<file path="config.mk">
export PLATFORM = sky130hd
export DESIGN_NAME = ser_digit_addsub_flat
export DESIGN_NICKNAME = d
export VERILOG_FILES = /design/src/rtl/ser_digit_addsub_if.sv /design/src/rtl/ser_digit_addsub.sv /design/src/flat_wrapper.sv
export SDC_FILE = /design/constraint.sdc
export NUM_CORES = 1
export LEC_CHECK = 0
export BUFFER_PORTS_ARGS = -buffer_cell sky130_fd_sc_hd__buf_2
export CAP_MARGIN = 0
export CELL_PAD_IN_SITES_DETAIL_PLACEMENT = 1
export CELL_PAD_IN_SITES_GLOBAL_PLACEMENT = 1
export CORE_AREA = 10 10 51 53
export CTS_BUF_LIST = sky130_fd_sc_hd__clkbuf_8
export DETAILED_ROUTE_END_ITERATION = 12
export DIE_AREA = 0 0 61 63
export GPL_TIMING_DRIVEN = 0
export PLACE_DENSITY = 0.74
export SYNTH_ARGS = -nofsm -noshare
export SYNTH_HDL_FRONTEND = slang
export SYNTH_SLANG_ARGS = --single-unit
</file>
<file path="constraint.sdc">
create_clock -name clk -period 2.2 [get_ports clk]
set_clock_uncertainty 0.2 [all_clocks]
set_input_delay 0 -clock clk [delete_from_list [all_inputs] [get_ports clk]]
set_output_delay 0 -clock clk [all_outputs]
set_load 0.005 [all_outputs]
</file>
<file path="src/rtl/ser_digit_addsub_if.sv">
// Digit-serial add/subtract bus: operand digits in, result digit and word flags out.
interface ser_digit_addsub_if #(
    parameter int DW = 1
);
    logic          i_start;
    logic          i_sub;
    logic          i_en;
    logic [DW-1:0] i_a;
    logic [DW-1:0] i_b;
    logic [DW-1:0] o_q;
    logic          o_v;
    logic          o_busy;
    logic          o_done;
    logic          o_ovf;
    logic          o_zero;

    modport master (
        output i_start, i_sub, i_en, i_a, i_b,
        input  o_q, o_v, o_busy, o_done, o_ovf, o_zero
    );

    modport slave (
        input  i_start, i_sub, i_en, i_a, i_b,
        output o_q, o_v, o_busy, o_done, o_ovf, o_zero
    );
endinterface

</file>
<file path="src/rtl/ser_digit_addsub.sv">
// Digit-serial two's-complement adder/subtractor, LSB digit first,
// one result digit per accepted input digit.
module ser_digit_addsub #(
    parameter int DW   = 1,
    parameter int XLEN = 32
) (
    input  logic clk,
    input  logic rst,
    ser_digit_addsub_if.slave bus
);
    localparam int N  = XLEN / DW;
    localparam int CW = (N > 1) ? $clog2(N) : 1;
    localparam logic [CW-1:0] LAST = CW'(N - 1);

    typedef enum logic {IDLE, RUN} state_t;

    state_t        r_state;
    logic [CW-1:0] r_cnt;
    logic          r_sub;
    logic          r_zacc;
    logic [DW-1:0] r_q;
    logic          r_v;
    logic          r_done;
    logic          r_ovf;
    logic          r_zero;

    logic          w_acc;
    logic          w_sub;
    logic          w_cin;
    logic [DW-1:0] w_b;
    logic [DW:0]   w_sum;
    logic          w_c_msb;
    logic          w_last;
    logic          w_zero;

    assign w_acc = bus.i_en & (bus.i_start | (r_state == RUN));
    assign w_sub = bus.i_start ? bus.i_sub : r_sub;
    assign w_cin = bus.i_start ? bus.i_sub : r_v;
    assign w_b   = w_sub ? ~bus.i_b : bus.i_b;
    assign w_sum = {1'b0, bus.i_a} + {1'b0, w_b} + {{DW{1'b0}}, w_cin};

    // Carry into the top bit recovered from the top-bit sum: a ^ b ^ s.
    assign w_c_msb = bus.i_a[DW-1] ^ w_b[DW-1] ^ w_sum[DW-1];

    // A start digit always begins a new word, even if it lands on cnt = N-1.
    assign w_last = bus.i_start ? (N == 1) : (r_cnt == LAST);
    assign w_zero = (bus.i_start | r_zacc) & ~|w_sum[DW-1:0];

    always_ff @(posedge clk) begin
        if (rst) begin
            r_state <= IDLE;
            r_cnt   <= '0;
            r_sub   <= 1'b0;
            r_zacc  <= 1'b0;
            r_q     <= '0;
            r_v     <= 1'b0;
            r_done  <= 1'b0;
            r_ovf   <= 1'b0;
            r_zero  <= 1'b0;
        end else begin
            r_done <= 1'b0;
            if (w_acc) begin
                r_q    <= w_sum[DW-1:0];
                r_v    <= w_sum[DW];
                r_zacc <= w_zero;
                if (bus.i_start) begin
                    r_sub <= bus.i_sub;
                end
                if (w_last) begin
                    r_state <= IDLE;
                    r_cnt   <= '0;
                    r_done  <= 1'b1;
                    r_ovf   <= w_c_msb ^ w_sum[DW];
                    r_zero  <= w_zero;
                end else begin
                    r_state <= RUN;
                    r_cnt   <= bus.i_start ? CW'(1) : r_cnt + 1'b1;
                end
            end
        end
    end

    assign bus.o_q    = r_q;
    assign bus.o_v    = r_v;
    assign bus.o_busy = (r_state == RUN);
    assign bus.o_done = r_done;
    assign bus.o_ovf  = r_ovf;
    assign bus.o_zero = r_zero;
endmodule

</file>
<file path="src/flat_wrapper.sv">
// flat-port wrapper written by rule: the top's interface ports become plain ports
module ser_digit_addsub_flat 
#(
    parameter int DW   = 1,
    parameter int XLEN = 32
)
  (clk, rst, bus_i_start, bus_i_sub, bus_i_en, bus_i_a, bus_i_b, bus_o_q, bus_o_v, bus_o_busy, bus_o_done, bus_o_ovf, bus_o_zero);
  ser_digit_addsub_if #(.DW(DW)) bus_i ();
  input  logic clk;
  input  logic rst;
  input wire logic [$bits(bus_i.i_start)-1:0] bus_i_start;
  input wire logic [$bits(bus_i.i_sub)-1:0] bus_i_sub;
  input wire logic [$bits(bus_i.i_en)-1:0] bus_i_en;
  input wire logic [$bits(bus_i.i_a)-1:0] bus_i_a;
  input wire logic [$bits(bus_i.i_b)-1:0] bus_i_b;
  output wire logic [$bits(bus_i.o_q)-1:0] bus_o_q;
  output wire logic [$bits(bus_i.o_v)-1:0] bus_o_v;
  output wire logic [$bits(bus_i.o_busy)-1:0] bus_o_busy;
  output wire logic [$bits(bus_i.o_done)-1:0] bus_o_done;
  output wire logic [$bits(bus_i.o_ovf)-1:0] bus_o_ovf;
  output wire logic [$bits(bus_i.o_zero)-1:0] bus_o_zero;
  assign bus_i.i_start = bus_i_start;
  assign bus_i.i_sub = bus_i_sub;
  assign bus_i.i_en = bus_i_en;
  assign bus_i.i_a = bus_i_a;
  assign bus_i.i_b = bus_i_b;
  assign bus_o_q = bus_i.o_q;
  assign bus_o_v = bus_i.o_v;
  assign bus_o_busy = bus_i.o_busy;
  assign bus_o_done = bus_i.o_done;
  assign bus_o_ovf = bus_i.o_ovf;
  assign bus_o_zero = bus_i.o_zero;
  ser_digit_addsub #(.DW(DW), .XLEN(XLEN)) u_core (.clk(clk), .rst(rst), .bus(bus_i));
endmodule
</file>
==> results of run 1 <==
[kinds of logic after synthesis]
| family | Yosys count | synth area share |
|---|---|---|
| DFF | 13 | 0.405 |
| adders and majority gates | 4 | 0.0897 |
| muxes | 3 | 0.0468 |
| AOI/OAI and AO/OA | 17 | 0.158 |
| buffers and inverters | 5 | 0.0370 |
| and+or+nand+nor | 27 | 0.214 |
| xor gates and xnor gates | 2 | 0.0487 |
[flip-flops by register name, summed over array words and instances, names as in the netlist]
signal / count
u_core.bus.o_ovf: 1
u_core.r_sub: 1
u_core.bus.o_busy: 1
u_core.bus.o_q: 1
u_core.r_zacc: 1
u_core.bus.o_v: 1
u_core.bus.o_done: 1
u_core.r_cnt: 5
u_core.bus.o_zero: 1
[metal layers]
layer | vias to the layer above | wire length [um]
li1 | 296 | -
met1 | 283 | 751
met2 | 10 | 867
met3 | 5 | 89
met4 | 0 | 39
met5 | - | 0
[power by group]
part / switching (mW) / internal [mW]
sequential: 0.00850 / 0.245
clock: 0.0900 / 0.123
combinational: 0.0448 / 0.0457
[final timing paths]
path	depth (start not counted)	to	slack (ns)	start
worst max register to register	6	u_core.bus.o_zero	0.22	u_core.r_cnt[0]
worst min register to register	2	u_core.bus.o_zero	0.26	u_core.bus.o_zero
worst max-delay path	6	u_core.r_sub	0.14	bus_i_en
worst min-delay path	4	u_core.r_cnt[4]	0.03	bus_i_start
[timing repair]
action	4_1_cts	5_1_grt
hold buffers	6	0
endpoints found under the hold margin	6	0
setup endpoints to repair	0	0
[through the flow]
stage	hold WS, ns	std cells	util	setup slack [ns]
final	0.0324	110	0.502	0.141
after global routing	0.0926	110	0.502	0.0954
after CTS	0.0232	110	0.502	0.189
after detailed placement	0.0132	100	0.438	0.243
after global placement	0.0114	100	0.438	0.260
after floorplan	-0.127	71	-	0.496
[Yosys cell counts]
cell type	number	area share
a211oi_1	2	0.023
a21o_1	1	0.012
a21oi_1	7	0.055
a22oi_1	1	0.012
a311oi_1	1	0.014
and3_1	1	0.0098
and4b_1	1	0.016
buf_1	1	0.0058
buf_2	1	0.0078
buf_4	1	0.012
dfxtp_1	13	0.41
fa_1	1	0.031
ha_1	3	0.058
inv_1	2	0.012
mux2i_1	3	0.047
nand2_1	7	0.041
nand3_1	4	0.031
nand4b_1	1	0.014
nand4b_2	1	0.023
nor2_1	8	0.047
nor3_1	3	0.023
o21a_1	1	0.012
o21ai_0	1	0.0078
o21ai_1	3	0.023
or2_1	1	0.0098
xnor3_1	1	0.035
xor2_1	1	0.014
[cell type report]
type	instances	area, sq um	share of cell area
Timing Repair Buffer	18	120	0.145
Clock buffer	3	41.3	0.0498
Sequential cell	13	260	0.314
Tap cell	17	21.3	0.0257
Clock inverter	1	3.75	0.00453
Multi-Input combinational cell	53	358	0.432
Inverter	2	7.51	0.00906
Buffer	3	16.3	0.0196
[worst reg2reg max path: cells and delay by family (launching register included)]
kind	cells	cell delay, ns
AOI/OAI and AO/OA	1	0.13
adders and majority gates	2	0.52
DFF	1	0.40
and+or+nand+nor	3	0.67
==> reports/metrics.csv, run 1 <==
stage,metric,value,unit
status,status,finished clean,
sta,finalCritPeriodShare,0.936,
critical_path,crit_chain,dlygate4sd3_1 > buf_2 > nand3_1 > dlygate4sd3_1 > a21oi_1 > dlygate4sd3_1,
cts,cts_tree,done,
cts,ctsLongestPathBuffers,2,
grt,grt_usage,0.101,
finish,syn2layout_area_growth,29.0,%
critical_path,slowest_stage,dlygate4sd3_1,
logic_synthesis,avgSynthCellArea,9.04,sq um
critical_path,worstPathRequired,2.19,ns
logic_synthesis,ys_ff_latch,13,
grt,busiest_layer,met2,
logic_synthesis,synth_cell_types,27,
sta,period_needed,2.06,ns
routing,initialDrtViolationCount,3,
grt,met2_usage,0.161,
power,fin_total_pwr,558,uW
floorplan,rows,15,
grt,antenna_found_initial,0,
sta,fin_tns_setup,0,ns
sta,tightest_slew,0.503,ns
min_path,hp-class,in2reg,
cts,post-cts-setup-buffers,0,
placement,dp_hpwl,1230,um
sta,setup_viol,0,
cts,cts_max_level,1,
routing,vias,594,
cts,cts_root_buf,clkbuf_8,
grt,grt_start_max_net_pins,11,
power,power_leakage,0.391,nW
routing,antenna_left,0,
grt,grt_overflow,0,
sta,drv_slew,0,
floorplan,dieWidth,61,um
sta,hold_viol,0,
critical_path,start_kind,primary input,
critical_path,max_stage_delay,0.57,ns
cts,clock_latency,0.24,ns
critical_path,crit_buf_inv,4,
critical_path,crit_fanout,7,
sta,relSlewSlack,0.665,
logic_synthesis,yosysSeqAreaShare,0.405,
logic_synthesis,synth_area,642,sq um
cts,path_clk_slew,0.06,ns
floorplan,fp.coreArea,1650,sq um
power,peakVddDrop,0.420,mV
cts,numCtsBuffers,3,
sta,max_freq,486,MHz
floorplan,die_y,63,um
sta,rsz0062_at_grt,no,
logic_synthesis,synthCells,71,
cts,cts_resized,0,
finish,nFillCells,204,
grt,grt_pass1_vias,648,
finish,final_cell_mix,"buf_2 (13), dfxtp_1 (13), nor2_1 (8)",
routing,wl_per_cell,15.9,um
grt,grt_pass1_wl,3020,um
critical_path,cp_data_arrival_time,2.05,ns
grt,globalRouteMet1Util,0.116,
finish,fin_nets,105,
floorplan,start_util,0.389,
routing,finalWirelength,1750,um
power,power.density,674,nW/um^2
routing,drc,0,
floorplan,die_area,3840,sq um
critical_path,worstSetupPathType,in2reg,
finish,drive_above_1_share,0.194,
critical_path,crit_family,buffers and inverters,
placement,placed_area,723,sq um
finish,postLayoutCellArea,828,sq um
routing,drt_first_pass_iters,4,
finish,diodes,0,
run,max-cap-violations,0,
logic_synthesis,yosysWarnings,0,
critical_path,critPathCaptureType,register,
floorplan,ios,13,
critical_path,crit_top_cell,dlygate4sd3_1,
placement,io_buffers,12,
grt,use_met3,0.0325,
logic_synthesis,synth_nets,82,
placement,gp_congestion,0.721,
cts,clock-sinks,13,
routing,via_per_inst,5.40,
Note: power is estimated with default switching activity, not from simulation.
==> run 2, diff against run 1 <==
--- a/config.mk
+++ b/config.mk
@@ -13,7 +13,7 @@
 export CTS_BUF_LIST = sky130_fd_sc_hd__clkbuf_8
 export DETAILED_ROUTE_END_ITERATION = 12
 export DIE_AREA = 0 0 61 63
-export GPL_TIMING_DRIVEN = 0
+export HOLD_SLACK_MARGIN = 0.08
 export PLACE_DENSITY = 0.74
 export SYNTH_ARGS = -nofsm -noshare
 export SYNTH_HDL_FRONTEND = slang
==> reports/metrics.csv, run 2 (synthesis results as in run 1) <==
stage,metric,value,unit
grt,grt_start_max_net_pins,14,
finish,largest_reg_flops,5,
sta,relSlewSlack,0.675,
cts,ctsLongestPathBuffers,2,
sta,fin_tns_setup,0,ns
critical_path,cp_data_arrival_time,2.05,ns
finish,drive_above_1_share,0.176,
finish,diodes,0,
cts,cts_root_buf,clkbuf_8,
finish,final_cell_mix,"dfxtp_1 (13), buf_2 (11), nor2_1 (8)",
cts,cts_max_level,1,
floorplan,dieWidth,61,um
run,max-cap-violations,0,
floorplan,die_y,63,um
routing,initialDrtViolationCount,9,
sta,finalCritPeriodShare,0.937,
grt,grt_pass1_vias,583,
routing,vias,581,
floorplan,die_area,3840,sq um
routing,finalWirelength,1590,um
finish,nFillCells,196,
cts,clock-sinks,13,
cts,path_clk_slew,0.05,ns
power,peakVddDrop,0.381,mV
grt,grt_pass1_wl,2740,um
routing,via_per_inst,5.38,
power,power_leakage,0.386,nW
cts,clock_latency,0.24,ns
placement,io_buffers,12,
critical_path,worstPathRequired,2.19,ns
grt,antenna_found_initial,0,
status,status,finished clean,
routing,wl_per_cell,14.7,um
sta,tightest_slew,0.485,ns
critical_path,crit_fanout,13,
sta,drv_slew,0,
min_path,hp-class,in2reg,
routing,drt_first_pass_iters,4,
finish,fin_nets,103,
floorplan,start_util,0.389,
floorplan,fp.coreArea,1650,sq um
critical_path,critPathCaptureType,register,
placement,dp_hpwl,1130,um
floorplan,rows,15,
floorplan,ios,13,
routing,drc,0,
sta,max_freq,485,MHz
sta,period_needed,2.06,ns
cts,cts_tree,done,
finish,regMostFlops,u_core.r_cnt,
cts,numCtsBuffers,3,
sta,whs,0.154,ns
grt,grt_overflow,0,
finish,syn2layout_area_growth,28.5,%
routing,antenna_left,0,
sta,setup_viol,0,
placement,gp_congestion,0.754,
critical_path,start_kind,primary input,
sta,rsz0062_at_grt,no,
sta,hold_viol,0,
grt,grt_usage,0.0933,
power,power.density,671,nW/um^2
finish,final_common_cell,dfxtp_1,
critical_path,worstSetupPathType,in2reg,
==> run 2: cell types whose count changed in the layout (fill, tap and decap cells not counted), sizes merged <==
| cell | change |
|---|---|
| dlygate4sd3 | +1 |
| buf | -3 |
==> run 2: final cells by class <==
cell class	instances	area, sq um	area share
Clock inverter	1	3.75	0.00455
Tap cell	17	21.3	0.0258
Timing Repair Buffer	19	133	0.161
Multi-Input combinational cell	53	358	0.434
Sequential cell	13	260	0.316
Inverter	2	7.51	0.00910
Clock buffer	3	41.3	0.0501
==> run 2: metrics by stage <==
| step | cell area, sq um | util | power (mW) | std cells | worst slack [ns] |
|---|---|---|---|---|---|
| floorplan | 642 | - | 0.313 | 71 | 0.496 |
| global placement | 707 | 0.428 | 0.334 | 97 | 0.306 |
| detailed placement | 707 | 0.428 | 0.337 | 97 | 0.290 |
| CTS | 822 | 0.498 | 0.557 | 108 | 0.0832 |
| global route | 825 | 0.499 | 0.585 | 108 | 0.0182 |
| finish | 825 | 0.499 | 0.553 | 108 | 0.138 |
==> run 2: worst paths after layout <==
check	startpoint	end	slack (ns)	cells after the start
worst max-delay path	bus_i_start	u_core.r_sub	0.14	6
worst min register to register	u_core.bus.o_zero	u_core.bus.o_zero	0.26	2
worst max register to register	u_core.r_cnt[0]	u_core.bus.o_zero	0.24	6
worst min-delay path	bus_i_b	u_core.bus.o_v	0.15	4
==> run 2: where the power goes <==
part           internal, mW  switching [mW]  total, mW
Sequential            0.245         0.00805      0.254
Clock                 0.123          0.0882      0.212
Combinational        0.0450          0.0430     0.0880
==> run 2: worst max-delay path, cell delays in order <==
cell and delay, ns:
dlygate4sd3_1 0.52, buf_4 0.18, nand3_1 0.10, dlygate4sd3_1 0.57, a21oi_1 0.12, dlygate4sd3_1 0.55
==> run 2: routing by layer <==
layer,global-route usage,share of wire,vias to the layer above
li1,-,-,294
met1,0.119,0.48,268
met2,0.131,0.44,14
met3,0.0325,0.057,5
met4,0.0495,0.024,0
met5,0,0,-
==> run 2: repair_timing <==
action,in CTS,in global routing
endpoints found under the hold margin,13,0
setup buffers,0,0
endpoints found under the setup margin,0,3
hold buffers,7,0
gates resized for setup,0,2
